`config.mk`:
```
export PLATFORM = sky130hd
export DESIGN_NAME = pkt_con_arb
export DESIGN_NICKNAME = d
export VERILOG_FILES = /design/src/rtl/pkt_con_arb.sv
export SDC_FILE = /design/constraint.sdc
export NUM_CORES = 1
export LEC_CHECK = 0
export ABC_AREA = 1
export CAP_MARGIN = 20
export CELL_PAD_IN_SITES_DETAIL_PLACEMENT = 1
export CELL_PAD_IN_SITES_GLOBAL_PLACEMENT = 1
export CORE_AREA = 4 4 276 278
export DETAILED_ROUTE_END_ITERATION = 8
export DIE_AREA = 0 0 280 282
export MAX_ROUTING_LAYER = met4
export PLACE_DENSITY = 0.6
export RECOVER_POWER = 25
export SETUP_SLACK_MARGIN = 0.3
export SLEW_MARGIN = 0
export SYNTH_ARGS = -nofsm -noshare
export SYNTH_HDL_FRONTEND = slang
export SYNTH_SLANG_ARGS = --single-unit
```
`constraint.sdc`:
```
create_clock -name clk -period 9.85 [get_ports clk]
set_clock_uncertainty 0.2 [all_clocks]
set_input_delay 1.4775 -clock clk [delete_from_list [all_inputs] [get_ports clk]]
set_output_delay 1.4775 -clock clk [all_outputs]
set_load 0.1 [all_outputs]
```
`src/rtl/pkt_con_arb.sv`:
```
// Per-node ingress arbiter: merges N_X + N_Y point-to-point links into one registered stream.
// Two QoS classes, round-robin within each class, with a starvation counter that lets low requests through.
module pkt_con_arb #(
  parameter int unsigned N_X        = 7,
  parameter int unsigned N_Y        = 7,
  parameter int unsigned SRC_W      = 6,
  parameter int unsigned TGT_W      = 6,
  parameter int unsigned DATA_W     = 32,
  parameter int unsigned STARVE_MAX = 8
) (
  input  logic                  clk,
  input  logic                  rst_n,
  input  logic [N_X-1:0]        x_vld,
  input  logic [N_X-1:0]        x_qos,
  input  logic [N_X-1:0]        x_type,
  input  logic [N_X*SRC_W-1:0]  x_src,
  input  logic [N_X*TGT_W-1:0]  x_tgt,
  input  logic [N_X*DATA_W-1:0] x_data,
  output logic [N_X-1:0]        x_rdy,
  input  logic [N_Y-1:0]        y_vld,
  input  logic [N_Y-1:0]        y_qos,
  input  logic [N_Y-1:0]        y_type,
  input  logic [N_Y*SRC_W-1:0]  y_src,
  input  logic [N_Y*TGT_W-1:0]  y_tgt,
  input  logic [N_Y*DATA_W-1:0] y_data,
  output logic [N_Y-1:0]        y_rdy,
  output logic                  out_vld,
  input  logic                  out_rdy,
  output logic                  out_qos,
  output logic                  out_type,
  output logic [SRC_W-1:0]      out_src,
  output logic [TGT_W-1:0]      out_tgt,
  output logic [DATA_W-1:0]     out_data,
  output logic [3:0]            out_port
);

  localparam int unsigned N      = N_X + N_Y;
  localparam int unsigned PORT_W = 4;
  localparam int unsigned CNT_W  = 4;

  logic [N-1:0]        req_c, qos_all_c, type_all_c, hi_req_c, lo_req_c, cls_req_c, rdy_c;
  logic                load_c, sel_lo_c, found_c, hs_c;
  logic [PORT_W-1:0]   ptr_c, gnt_c, gnt_nxt_c, idx_c;
  logic [PORT_W:0]     sum_c;
  logic [SRC_W-1:0]    sel_src_c;
  logic [TGT_W-1:0]    sel_tgt_c;
  logic [DATA_W-1:0]   sel_data_c;

  logic                out_vld_q, out_vld_d;
  logic                out_qos_q, out_qos_d;
  logic                out_type_q, out_type_d;
  logic [SRC_W-1:0]    out_src_q, out_src_d;
  logic [TGT_W-1:0]    out_tgt_q, out_tgt_d;
  logic [DATA_W-1:0]   out_data_q, out_data_d;
  logic [PORT_W-1:0]   out_port_q, out_port_d;
  logic [PORT_W-1:0]   hi_ptr_q, hi_ptr_d;
  logic [PORT_W-1:0]   lo_ptr_q, lo_ptr_d;
  logic [CNT_W-1:0]    starve_cnt_q, starve_cnt_d;

  // Class choice and round-robin scan from the class pointer, wrapping at N.
  always_comb begin
    req_c      = {y_vld, x_vld};
    qos_all_c  = {y_qos, x_qos};
    type_all_c = {y_type, x_type};
    hi_req_c   = req_c & qos_all_c;
    lo_req_c   = req_c & ~qos_all_c;
    load_c     = ~out_vld_q | out_rdy;
    sel_lo_c   = ((starve_cnt_q == CNT_W'(STARVE_MAX)) && (|lo_req_c)) || !(|hi_req_c);
    cls_req_c  = sel_lo_c ? lo_req_c : hi_req_c;
    ptr_c      = sel_lo_c ? lo_ptr_q : hi_ptr_q;
    found_c    = 1'b0;
    gnt_c      = '0;
    sum_c      = '0;
    idx_c      = '0;
    for (int unsigned k = 0; k < N; k++) begin
      sum_c = {1'b0, ptr_c} + (PORT_W+1)'(k);
      if (sum_c >= (PORT_W+1)'(N)) sum_c = sum_c - (PORT_W+1)'(N);
      idx_c = sum_c[PORT_W-1:0];
      if (!found_c && cls_req_c[idx_c]) begin
        found_c = 1'b1;
        gnt_c   = idx_c;
      end
    end
    hs_c      = found_c & load_c;
    gnt_nxt_c = (gnt_c == PORT_W'(N-1)) ? '0 : gnt_c + PORT_W'(1);
    rdy_c     = '0;
    if (hs_c && rst_n) rdy_c[gnt_c] = 1'b1;
  end

  assign x_rdy = rdy_c[N_X-1:0];
  assign y_rdy = rdy_c[N-1:N_X];

  // Field mux for the granted link.
  always_comb begin
    sel_src_c  = '0;
    sel_tgt_c  = '0;
    sel_data_c = '0;
    for (int unsigned i = 0; i < N_X; i++) begin
      if (gnt_c == PORT_W'(i)) begin
        sel_src_c  = x_src[i*SRC_W +: SRC_W];
        sel_tgt_c  = x_tgt[i*TGT_W +: TGT_W];
        sel_data_c = x_data[i*DATA_W +: DATA_W];
      end
    end
    for (int unsigned i = 0; i < N_Y; i++) begin
      if (gnt_c == PORT_W'(N_X + i)) begin
        sel_src_c  = y_src[i*SRC_W +: SRC_W];
        sel_tgt_c  = y_tgt[i*TGT_W +: TGT_W];
        sel_data_c = y_data[i*DATA_W +: DATA_W];
      end
    end
  end

  always_comb begin
    out_vld_d    = out_vld_q;
    out_qos_d    = out_qos_q;
    out_type_d   = out_type_q;
    out_src_d    = out_src_q;
    out_tgt_d    = out_tgt_q;
    out_data_d   = out_data_q;
    out_port_d   = out_port_q;
    hi_ptr_d     = hi_ptr_q;
    lo_ptr_d     = lo_ptr_q;
    starve_cnt_d = starve_cnt_q;
    if (hs_c) begin
      out_vld_d  = 1'b1;
      out_qos_d  = qos_all_c[gnt_c];
      out_type_d = type_all_c[gnt_c];
      out_src_d  = sel_src_c;
      out_tgt_d  = sel_tgt_c;
      out_data_d = sel_data_c;
      out_port_d = gnt_c;
      if (sel_lo_c) begin
        lo_ptr_d     = gnt_nxt_c;
        starve_cnt_d = '0;
      end else begin
        hi_ptr_d = gnt_nxt_c;
        // Count high grants only while a low request is actually waiting.
        if (|lo_req_c) begin
          if (starve_cnt_q != CNT_W'(STARVE_MAX)) starve_cnt_d = starve_cnt_q + CNT_W'(1);
        end else begin
          starve_cnt_d = '0;
        end
      end
    end else if (out_rdy) begin
      out_vld_d = 1'b0;
    end
  end

  always_ff @(posedge clk or negedge rst_n) begin
    if (!rst_n) begin
      out_vld_q    <= 1'b0;
      out_qos_q    <= 1'b0;
      out_type_q   <= 1'b0;
      out_src_q    <= '0;
      out_tgt_q    <= '0;
      out_data_q   <= '0;
      out_port_q   <= '0;
      hi_ptr_q     <= '0;
      lo_ptr_q     <= '0;
      starve_cnt_q <= '0;
    end else begin
      out_vld_q    <= out_vld_d;
      out_qos_q    <= out_qos_d;
      out_type_q   <= out_type_d;
      out_src_q    <= out_src_d;
      out_tgt_q    <= out_tgt_d;
      out_data_q   <= out_data_d;
      out_port_q   <= out_port_d;
      hi_ptr_q     <= hi_ptr_d;
      lo_ptr_q     <= lo_ptr_d;
      starve_cnt_q <= starve_cnt_d;
    end
  end

  assign out_vld  = out_vld_q;
  assign out_qos  = out_qos_q;
  assign out_type = out_type_q;
  assign out_src  = out_src_q;
  assign out_tgt  = out_tgt_q;
  assign out_data = out_data_q;
  assign out_port = out_port_q;

endmodule

```
==> results by group, run 1 <==
Outcome
  • Status: finished, violations left
  • Failing checks: max-capacitance violations, max-slew violations

GRT
  • Vias in the first global route: between 15000 and 20000
  • Global-route wire length before repair: around 140000 um
  • GRT met1 Usage: a little under a third
  • Layer with the highest usage: met2
  • Initial antenna violation count: 51
  • Largest net degree at the start of global routing: 70
  • Grt met2 use: 45.4%
  • Overall Global Routing Usage: between 20% and 30%
  • Met3 GRT Util: 5.74%
  • Grt ovf: 0

Critical path
  • CP max stage cell: clkdlybuf4s50_1
  • R2r startpoint: starve_cnt_q[0]
  • Kind of critical path: in -> out
  • Top cell by count, worst path: nand2_1
  • Crit. Startpoint: x_qos[5]
  • CP required: 8.17 ns
  • Largest stage delay, worst path: 0.48 ns
  • CP endpoint kind: output port
  • Worst Reg-to-Reg Cells: 44
  • Arr. time, crit path: approximately 7.3 ns
  • Worst Setup Start Kind: input port
  • Crit-path max FO: 7

Routing
  • DR vias/cell: between 4 and 5
  • DRT iter0 DRCs: 1165
  • Remaining DRCs: 0
  • ANT nets after route: 0
  • Total Wirelength: 105000 um
  • Wire per inst: roughly 26 um
  • Vias: roughly 18000
  • Drt first pass iters: 7

Synthesis
  • Most common cell in the netlist: nand2_1
  • Post-synthesis compound-gate area fraction: under 10%
  • Main combinational cell family by area after synthesis: simple AND/OR/NAND/NOR gates
  • Yosys reg bits: 63
  • Synth cell count leaders: 772 x nand2_1, 314 x nand3_1, 287 x nor2_1
  • Syn nets: 2963
  • Register area share after synthesis: between 10% and 20%
  • EDFF count, synth: 0
  • Synth Warn #: 0
  • Gate Count Post-Synth: between 2000 and 2500
  • Synth area leaders: nand2_1 24%, dfrtp_1 13%, nand3_1 13%
  • Asr flop ratio synth: 100%
  • Post-synthesis adder-cell area fraction: roughly 2.4%
  • Netlist Area Pre-Place: 11900 um^2
  • Main synth FF type: dfrtp_1
  • Mux cell area share after synthesis: 0%
  • Yosys cell types: 53
  • Synth Area in Simple Gates: between 50% and 60%
  • Post-synth top area share: between 20 and 25%
  • Area leader, netlist: nand2_1
  • Post-synthesis xor/xnor area fraction: less than 1%
  • Syn avg cell area: ~5.2 um^2

Timing
  • Endpoints failing setup: 0
  • Tcrit/Tclk final: around 90%
  • Worst-Margin Slew: 2.86 ns
  • Final hold slack: between 0.2 and 0.3 ns
  • RSZ-0062 raised after global routing: yes
  • Fmax: approximately 110 MHz
  • Post-route minimum period: roughly 9.0 ns
  • Slew margin rel.: -90.6%
  • Fin. Hold Viols: 0
  • Max Slew Vio Count: 67
  • Sum Neg Setup Slack: 0 ns

Placed design
  • # port buffers: approximately 730
  • Detailed placement HPWL: about 90000 um
  • Routability cong.: around 0.96

Flow run
  • Max-Cap Viols: 2

Clock tree
  • Skew-Pair Late Insertion Delay: between 0.3 and 0.4 ns
  • CTS Sinks: 63
  • Clk buf depth: 2
  • Post-CTS Hold Buffers: 0
  • H-Tree Level Count: 3
  • Clk root buf: clkbuf_16
  • TritonCTS buffer count: 9
  • CTS tree: built
  • Clk slew on worst S/H paths: 0.05 ns

Layout
  • Share of cells above drive strength 1: ~8.9%
  • Footprint of the multi-input gates: 8730 um^2
  • Final Util: between 20% and 30%
  • Area Overhead vs Synth: 77.3%
  • FILL cells: 9421
  • Register area: ~1600 um^2
  • Nets: between 3000 and 4000

Floorplan
  • Die Y: around 280 um
  • Top Ports: a little over 700
  • Die area: 79000 um^2
  • Cell Rows: 100
  • Die extent in x: around 280 um
  • Starting density of the core: between 10% and 20%
  • Core area: 73900 um^2

Min path
  • Hold path startpoint: out_data[26]
  • Hold path depth: 2
  • Min-Delay Path Class: reg -> reg
sequential cells by signal, indices dropped and copies added, names as in the netlist:
| name | flops |
|---|---|
| out_data | 32 |
| out_src | 6 |
| out_tgt | 6 |
| hi_ptr_q | 4 |
| lo_ptr_q | 4 |
| out_port | 4 |
| starve_cnt_q | 4 |
| out_qos | 1 |
| out_type | 1 |
| out_vld | 1 |
per-layer routing:
metal / routed length [um] / part of all wire [%]
met1: 42900 / 41
met2: 52100 / 50
met5: 0 / 0
met4: 2990 / 2.8
met3: 6930 / 6.6
timing repair:
item	4_1_cts	5_1_grt
resized for setup	2	14
pin swaps	0	3
setup endpoints to repair	2	19
buffers inserted	0	2
area by class of cell:
| type | instances | share of cell area [%] |
|---|---|---|
| Multi-Input combinational cell | 1822 | 41.4 |
| Timing Repair Buffer | 806 | 38.2 |
| Sequential cell | 63 | 7.48 |
| Tap cell | 969 | 5.75 |
| Inverter | 294 | 5.28 |
| Clock buffer | 12 | 1.26 |
| Antenna cell | 31 | 0.368 |
| Clock inverter | 3 | 0.308 |
logic make-up (layout without fill, tap and decap cells):
family / count (synthesis) / in the layout
and+or+nand+nor: 1595 / 1595
adders and majority gates: 22 / 22
buffers and inverters: 395 / 1115
other: 0 / 31
DFF: 63 / 63
xor gates and xnor gates: 6 / 6
AOI/OAI and AO/OA: 199 / 199
final timing paths:
path / end / slack (ns)
worst max-delay path: x_rdy[3] / 0.86
worst min-delay path: out_data[26] / 0.28
worst max register to register: out_tgt[1] / 2.65
worst min register to register: out_data[26] / 0.28
max in group asynchronous: lo_ptr_q[1] / 4.80
min in group asynchronous: out_data[3] / 1.26
placed cells by master, fill, tap and decap left out, types with 6 or more instances in the layout:
cell type        netlist  layout
clkbuf_16              0       9
buf_12                 0      19
nand2_1              772     769
o211ai_1              15      15
nor2_2                11       8
dfrtp_1               63      63
nor2_4                 7      13
nand3_2                6       6
buf_4                 12      77
or2_2                 27      27
diode_2                0      31
o21ai_2               15      16
a21oi_1               59      59
nor3_1                 9       7
o21ai_0               76      76
nand2_2               19      21
inv_1                258     258
inv_2                 33      33
ha_1                  21      19
clkdlybuf4s50_1        0     708
nand3_1              314     313
nor2_1               287     284
and3_1                 8       8
or2_1                  6       6
nand2_4                9      10
nand4_1               99      99
o21ai_1               18      17
worst max-delay path: cells and delay by family:
family,cells,cell delay [ns]
fa+ha+maj,2,0.42
compound gates,1,0.26
simple gates,27,3.52
buf+inv,10,1.61
per-stage QoR:
step	setup slack, ns	area [um^2]	cells
6_report	0.856	21100	4000
5_1_grt	0.244	21100	3997
4_1_cts	0.396	20900	3966
3_5_place_dp	0.138	20600	3951
3_3_place_gp	0.270	20600	3951
2_1_floorplan	0.568	11900	2280
Power of run 1 is left out: the tool's default activity adds up to more than one toggle a clock period on the data nets, which glitch-free logic cannot reach.
==> run 2, diff against run 1 <==
--- a/config.mk
+++ b/config.mk
@@ -6,14 +6,13 @@
 export NUM_CORES = 1
 export LEC_CHECK = 0
 export ABC_AREA = 1
-export CAP_MARGIN = 20
 export CELL_PAD_IN_SITES_DETAIL_PLACEMENT = 1
 export CELL_PAD_IN_SITES_GLOBAL_PLACEMENT = 1
-export CORE_AREA = 4 4 276 278
+export CORE_AREA = 2 2 283 285
 export DETAILED_ROUTE_END_ITERATION = 8
-export DIE_AREA = 0 0 280 282
+export DIE_AREA = 0 0 285 287
 export MAX_ROUTING_LAYER = met4
-export PLACE_DENSITY = 0.6
+export PLACE_DENSITY = 0.57
 export RECOVER_POWER = 25
 export SETUP_SLACK_MARGIN = 0.3
 export SLEW_MARGIN = 0
==> run 2 against run 1 <==
The flow still finishes with violations (max-capacitance violations, max-slew violations). Wire length increased by 0.34%. Cell count increased by 2.7%. Sequential cell count unchanged. Core utilization decreased by 1.3 points. Cell area increased by 1.4%. Critical path depth unchanged. Die area increased by 3.6%. Via count decreased by 0.53%. Worst hold slack got worse by 0.0019 ns. Global-route usage decreased by 0.61 points. Register-to-register slack improved by 0.12 ns.
==> results by group, run 2 (same netlist as run 1, synthesis figures left out) <==
Timing
  • Sum Neg Setup Slack: 0 ns (unchanged)
  • Slew margin rel.: -80.0% (+11 points)
  • Fmax: 110 MHz (-1.2%)
  • Post-route minimum period: 9.10 ns (+0.108 ns)
  • Max Slew Vio Count: 67 (unchanged)
  • Endpoints failing setup: 0 (unchanged)
  • Tcrit/Tclk final: 92.4% (+1.1 points)
  • Fin. Hold Viols: 0 (unchanged)
  • RSZ-0062 raised after global routing: no
  • Worst-Margin Slew: 2.70 ns (-0.158 ns)

GRT
  • Global-route wire length before repair: 142000 um (+0.95%)
  • Initial antenna violation count: 41 (-20%)
  • Largest net degree at the start of global routing: 70 (unchanged)
  • Grt ovf: 0 (unchanged)
  • Vias in the first global route: 18500 (+0.14%)
  • Overall Global Routing Usage: 25.5% (-0.61 points)

Critical path
  • CP endpoint kind: output port
  • Arr. time, crit path: 7.42 ns (+0.10 ns)
  • R2r startpoint: starve_cnt_q[0]
  • CP max stage cell: clkdlybuf4s50_1
  • CP required: 8.17 ns (about the same)
  • Worst reg2reg setup slack: 2.77 ns (+0.12 ns)
  • Crit-path max FO: 10 (+3)
  • Largest stage delay, worst path: 0.48 ns (about the same)
  • Worst Setup Start Kind: input port
  • RR Endpoint: out_data[21]
  • Kind of critical path: in -> out
  • Worst Reg-to-Reg Cells: 41 (-6.8%)
  • Top cell by count, worst path: nand2_1

Floorplan
  • Top Ports: 726 (unchanged)
  • Die Y: 287 um (+1.8%)
  • Core area: 78600 um^2 (+6.3%)
  • Cell Rows: 103 (+3.0%)
  • Starting density of the core: 15.1% (-0.95 points)
  • Die area: 81800 um^2 (+3.6%)
  • Die extent in x: 285 um (+1.8%)

Routing
  • DR vias/cell: 4.41 (-3.1%)
  • Total Wirelength: 105000 um (+0.34%)
  • DRT iter0 DRCs: 1123 (-3.6%)
  • Wire per inst: 25.6 um (-2.3%)
  • Vias: 18100 (-0.53%)
  • Drt first pass iters: 5 (-2)
  • Remaining DRCs: 0 (unchanged)
  • ANT nets after route: 0 (unchanged)

Clock tree
  • Clk slew on worst S/H paths: 0.06 ns (about the same)
  • H-Tree Level Count: 3 (unchanged)
  • Clk root buf: clkbuf_16
  • CTS Sinks: 63 (unchanged)
  • Skew-Pair Late Insertion Delay: 0.36 ns (about the same)
  • CTS tree: built
  • TritonCTS buffer count: 9 (unchanged)
  • Clk buf depth: 2 (unchanged)

Outcome
  • Status: finished, violations left
  • Failing checks: max-capacitance violations, max-slew violations

Min path
  • Hold path startpoint: out_data[29]
  • Hold path depth: 2 (unchanged)
  • Min-Delay Path Class: reg -> reg
  • Hold Path End: out_data[29]

Layout
  • Area Overhead vs Synth: 79.9%
  • Nets: 3706 (+0.73%)
  • Final Util: 27.2% (-1.3 points)
  • Max reg flops: 32 (unchanged)
  • Most frequent cells in the layout: 770 x nand2_1, 708 x clkdlybuf4s50_1, 314 x nand3_1
  • Commonest non-fill, non-tap cell in the layout: nand2_1
  • Share of cells above drive strength 1: 9.68% (+0.78 points)
  • FILL cells: 10100 (+7.5%)

Placed design
  • Routability cong.: 1.00 (+4.3%)
  • Detailed placement HPWL: 90100 um (about the same)
  • # port buffers: 725 (unchanged)

Flow run
  • Max-Cap Viols: 2 (unchanged)
==> run 2: cell count changes in the layout (fill, tap and decap cells not counted), moves of 2 or more <==
cell / previous run / this run
buf_4: 77 / 101
clkinv_4: 0 / 2
nor3_4: 2 / 0
nor3_2: 0 / 3
clkbuf_8: 3 / 0
clkinvlp_4: 0 / 2
buf_12: 19 / 21
diode_2: 31 / 28
==> run 2: final cells by class <==
cell class,instances,area [um^2],area share (%)
Sequential cell,63,1580,7.37
Antenna cell,28,70.1,0.327
Inverter,294,1110,5.18
Clock inverter,7,97.6,0.456
Tap cell,1050,1310,6.14
Timing Repair Buffer,832,8270,38.7
Multi-Input combinational cell,1823,8730,40.8
Clock buffer,9,225,1.05
==> run 2: repair_timing <==
item	in CTS	in global routing
buffers inserted	0	10
resized for setup	0	11
endpoints found under the setup margin	0	14
hold buffers	0	0
==> run 2: worst max path at each step <==
stage	slack [ns]	cells after the start	from	endpoint
2_1_floorplan	0.57	38	y_qos[0]	x_rdy[4]
3_3_place_gp	0.46	33	x_qos[1]	y_rdy[4]
3_5_place_dp	0.40	33	x_qos[1]	y_rdy[4]
4_1_cts	0.38	33	x_qos[4]	y_rdy[4]
5_1_grt	0.29	40	x_qos[1]	y_rdy[3]
6_report	0.75	40	x_qos[1]	y_rdy[6]
==> run 2: worst max-delay path: cells and delay by family <==
family          cells  cell delay [ns]
compound gates      1             0.22
simple gates       27             3.53
fa+ha+maj           2             0.67
buf+inv            10             1.49
==> run 2: metal layers <==
metal | up-vias | track usage [%] | share of wire (%)
met4 | 0 | 4.71 | 1.7
met5 | - | - | 0
li1 | 8804 | - | -
met3 | 57 | 5.28 | 6.9
met1 | 8607 | 30.3 | 42
met2 | 638 | 44.5 | 50
==> run 2: per-stage QoR <==
stage	worst slack [ns]	cell area, um^2	std cells	hold WS (ns)
finish	0.748	21400	4106	0.278
detailed placement	0.399	20900	4051	0.264
global placement	0.456	20900	4051	0.263
CTS	0.379	21200	4067	0.281
global route	0.290	21400	4101	0.303
floorplan	0.568	11900	2280	0.253
Power of run 2 is left out for the same reason.
==> run 3, diff against run 2 <==
--- a/config.mk
+++ b/config.mk
@@ -15,7 +15,9 @@
 export PLACE_DENSITY = 0.57
 export RECOVER_POWER = 25
 export SETUP_SLACK_MARGIN = 0.3
+export SKIP_LAST_GASP = 1
 export SLEW_MARGIN = 0
 export SYNTH_ARGS = -nofsm -noshare
 export SYNTH_HDL_FRONTEND = slang
 export SYNTH_SLANG_ARGS = --single-unit
+export TNS_END_PERCENT = 30
==> run 3 against run 2 <==
The flow still finishes with violations (max-capacitance violations, max-slew violations). Critical path type unchanged. Worst setup slack better by 0.12 ns. Global-route usage down 0.095 points. Sequential share of layout area increased by 0.11 points. Highest routed layer unchanged.
==> results by group, run 3 (same netlist as run 1, synthesis figures left out) <==
Layout
  • Commonest non-fill, non-tap cell in the layout: nand2_1
  • Max reg flops: 32 (unchanged)
  • FILL cells: 9979 (-1.5%)
  • Share of cells above drive strength 1: 8.47% (-1.2 points)
  • Area Overhead vs Synth: 77.2%
  • Most frequent cells in the layout: 770 x nand2_1, 706 x clkdlybuf4s50_1, 314 x nand3_1
  • Nets: 3666 (-1.1%)

Routing
  • Drt first pass iters: 5 (unchanged)
  • ANT nets after route: 0 (unchanged)
  • Remaining DRCs: 0 (unchanged)
  • Total Wirelength: 105000 um (-0.53%)
  • Vias: 18000 (-0.52%)
  • DRT iter0 DRCs: 1205 (+7.3%)
  • Wire per inst: 25.6 um (about the same)
  • DR vias/cell: 4.41 (about the same)

Timing
  • RSZ-0062 raised after global routing: no
  • Sum Neg Setup Slack: 0 ns (unchanged)
  • Worst-Margin Slew: 2.95 ns (+0.254 ns)
  • Max Slew Vio Count: 67 (unchanged)
  • Post-route minimum period: 8.98 ns (-0.119 ns)
  • Fin. Hold Viols: 0 (unchanged)
  • Tcrit/Tclk final: 91.2% (-1.2 points)
  • Slew margin rel.: -97.0% (-17 points)
  • Fmax: 111 MHz (+1.3%)
  • Endpoints failing setup: 0 (unchanged)

Critical path
  • Crit-path max FO: 6 (-4)
  • Arr. time, crit path: 7.31 ns (-0.11 ns)
  • Worst Setup Start Kind: input port
  • Kind of critical path: in -> out
  • CP max stage cell: clkdlybuf4s50_1
  • Top cell by count, worst path: nand2_1
  • CP required: 8.17 ns (about the same)
  • Largest stage delay, worst path: 0.50 ns (+0.02 ns)
  • CP endpoint kind: output port
  • Worst Reg-to-Reg Cells: 44 (+7.3%)

Clock tree
  • H-Tree Level Count: 3 (unchanged)
  • CTS tree: built
  • Clk buf depth: 2 (unchanged)
  • Skew-Pair Late Insertion Delay: 0.36 ns (about the same)
  • Clk root buf: clkbuf_16
  • TritonCTS buffer count: 9 (unchanged)
  • CTS Sinks: 63 (unchanged)
  • Clk slew on worst S/H paths: 0.06 ns (about the same)

GRT
  • Vias in the first global route: 18100 (-1.8%)
  • Largest net degree at the start of global routing: 70 (unchanged)
  • Grt ovf: 0 (unchanged)
  • Global-route wire length before repair: 142000 um (-0.50%)
  • Overall Global Routing Usage: 25.4% (-0.095 points)
  • Initial antenna violation count: 63 (+54%)

Floorplan
  • Cell Rows: 103 (unchanged)
  • Core area: 78600 um^2 (unchanged)
  • Top Ports: 726 (unchanged)
  • Die area: 81800 um^2 (unchanged)
  • Starting density of the core: 15.1% (unchanged)
  • Die Y: 287 um (unchanged)
  • Die extent in x: 285 um (unchanged)

Flow run
  • Max-Cap Viols: 2 (unchanged)

Placed design
  • Detailed placement HPWL: 90000 um (about the same)
  • Routability cong.: 0.963 (-4.1%)
  • # port buffers: 725 (unchanged)

Outcome
  • Failing checks: max-capacitance violations, max-slew violations
  • Status: finished, violations left

Min path
  • Min-Delay Path Class: reg -> reg
  • Hold path depth: 2 (unchanged)
==> run 3: timing repair <==
item | 4_1_cts | 5_1_grt
resized for setup | 0 | 11
setup buffers | 0 | 5
endpoints found under the hold margin | 0 | 0
hold buffers | 0 | 0
setup endpoints to repair | 0 | 15
==> run 3: worst max-delay path: cells and delay by family <==
family	cells	cell delay (ns)
fa+ha+maj	2	0.67
simple gates	27	3.59
buf+inv	9	1.27
compound gates	1	0.24
==> run 3: layout make-up <==
cell class                 count  area, um^2  share of cell area [%]
multi-input combinational   1822        8690                    41.2
timing repair buffer         793        7930                    37.6
sequential                    63        1580                    7.48
tap                         1050        1310                    6.23
inverter                     294        1110                    5.27
clock buffer                   9         225                    1.07
clock inverter                 7         121                   0.576
antenna                       45         113                   0.534
==> run 3: worst paths after layout <==
| check | startpoint | endpoint | slack (ns) |
|---|---|---|---|
| worst max-delay path | x_qos[1] | y_rdy[2] | 0.87 |
| worst min-delay path | out_data[29] | out_data[29] | 0.28 |
| worst max register to register | starve_cnt_q[0] | out_data[29] | 2.45 |
| worst min register to register | out_data[29] | out_data[29] | 0.28 |
| max in group asynchronous | rst_n | out_data[30] | 4.68 |
| min in group asynchronous | rst_n | out_data[1] | 1.28 |
==> run 3: metrics by stage <==
step / instance area (um^2) / setup slack, ns / util (%) / std cells / hold WS, ns
detailed placement: 20500 / 0.483 / 26.1 / 4017 / 0.264
finish: 21100 / 0.867 / 26.8 / 4083 / 0.280
global placement: 20500 / 0.558 / 26.1 / 4017 / 0.262
global route: 21100 / 0.327 / 26.8 / 4071 / 0.303
CTS: 20900 / 0.456 / 26.6 / 4033 / 0.281
floorplan: 11900 / -0.0125 / - / 2280 / 0.253
==> run 3: per-layer routing <==
metal | vias to the layer above | part of all wire [%] | track usage (%)
li1 | 8753 | - | -
met1 | 8567 | 42 | 30.3
met2 | 626 | 49 | 43.4
met3 | 66 | 7.4 | 6.35
met4 | 0 | 1.8 | 5.00
met5 | - | 0 | -
Power of run 3 is left out for the same reason.
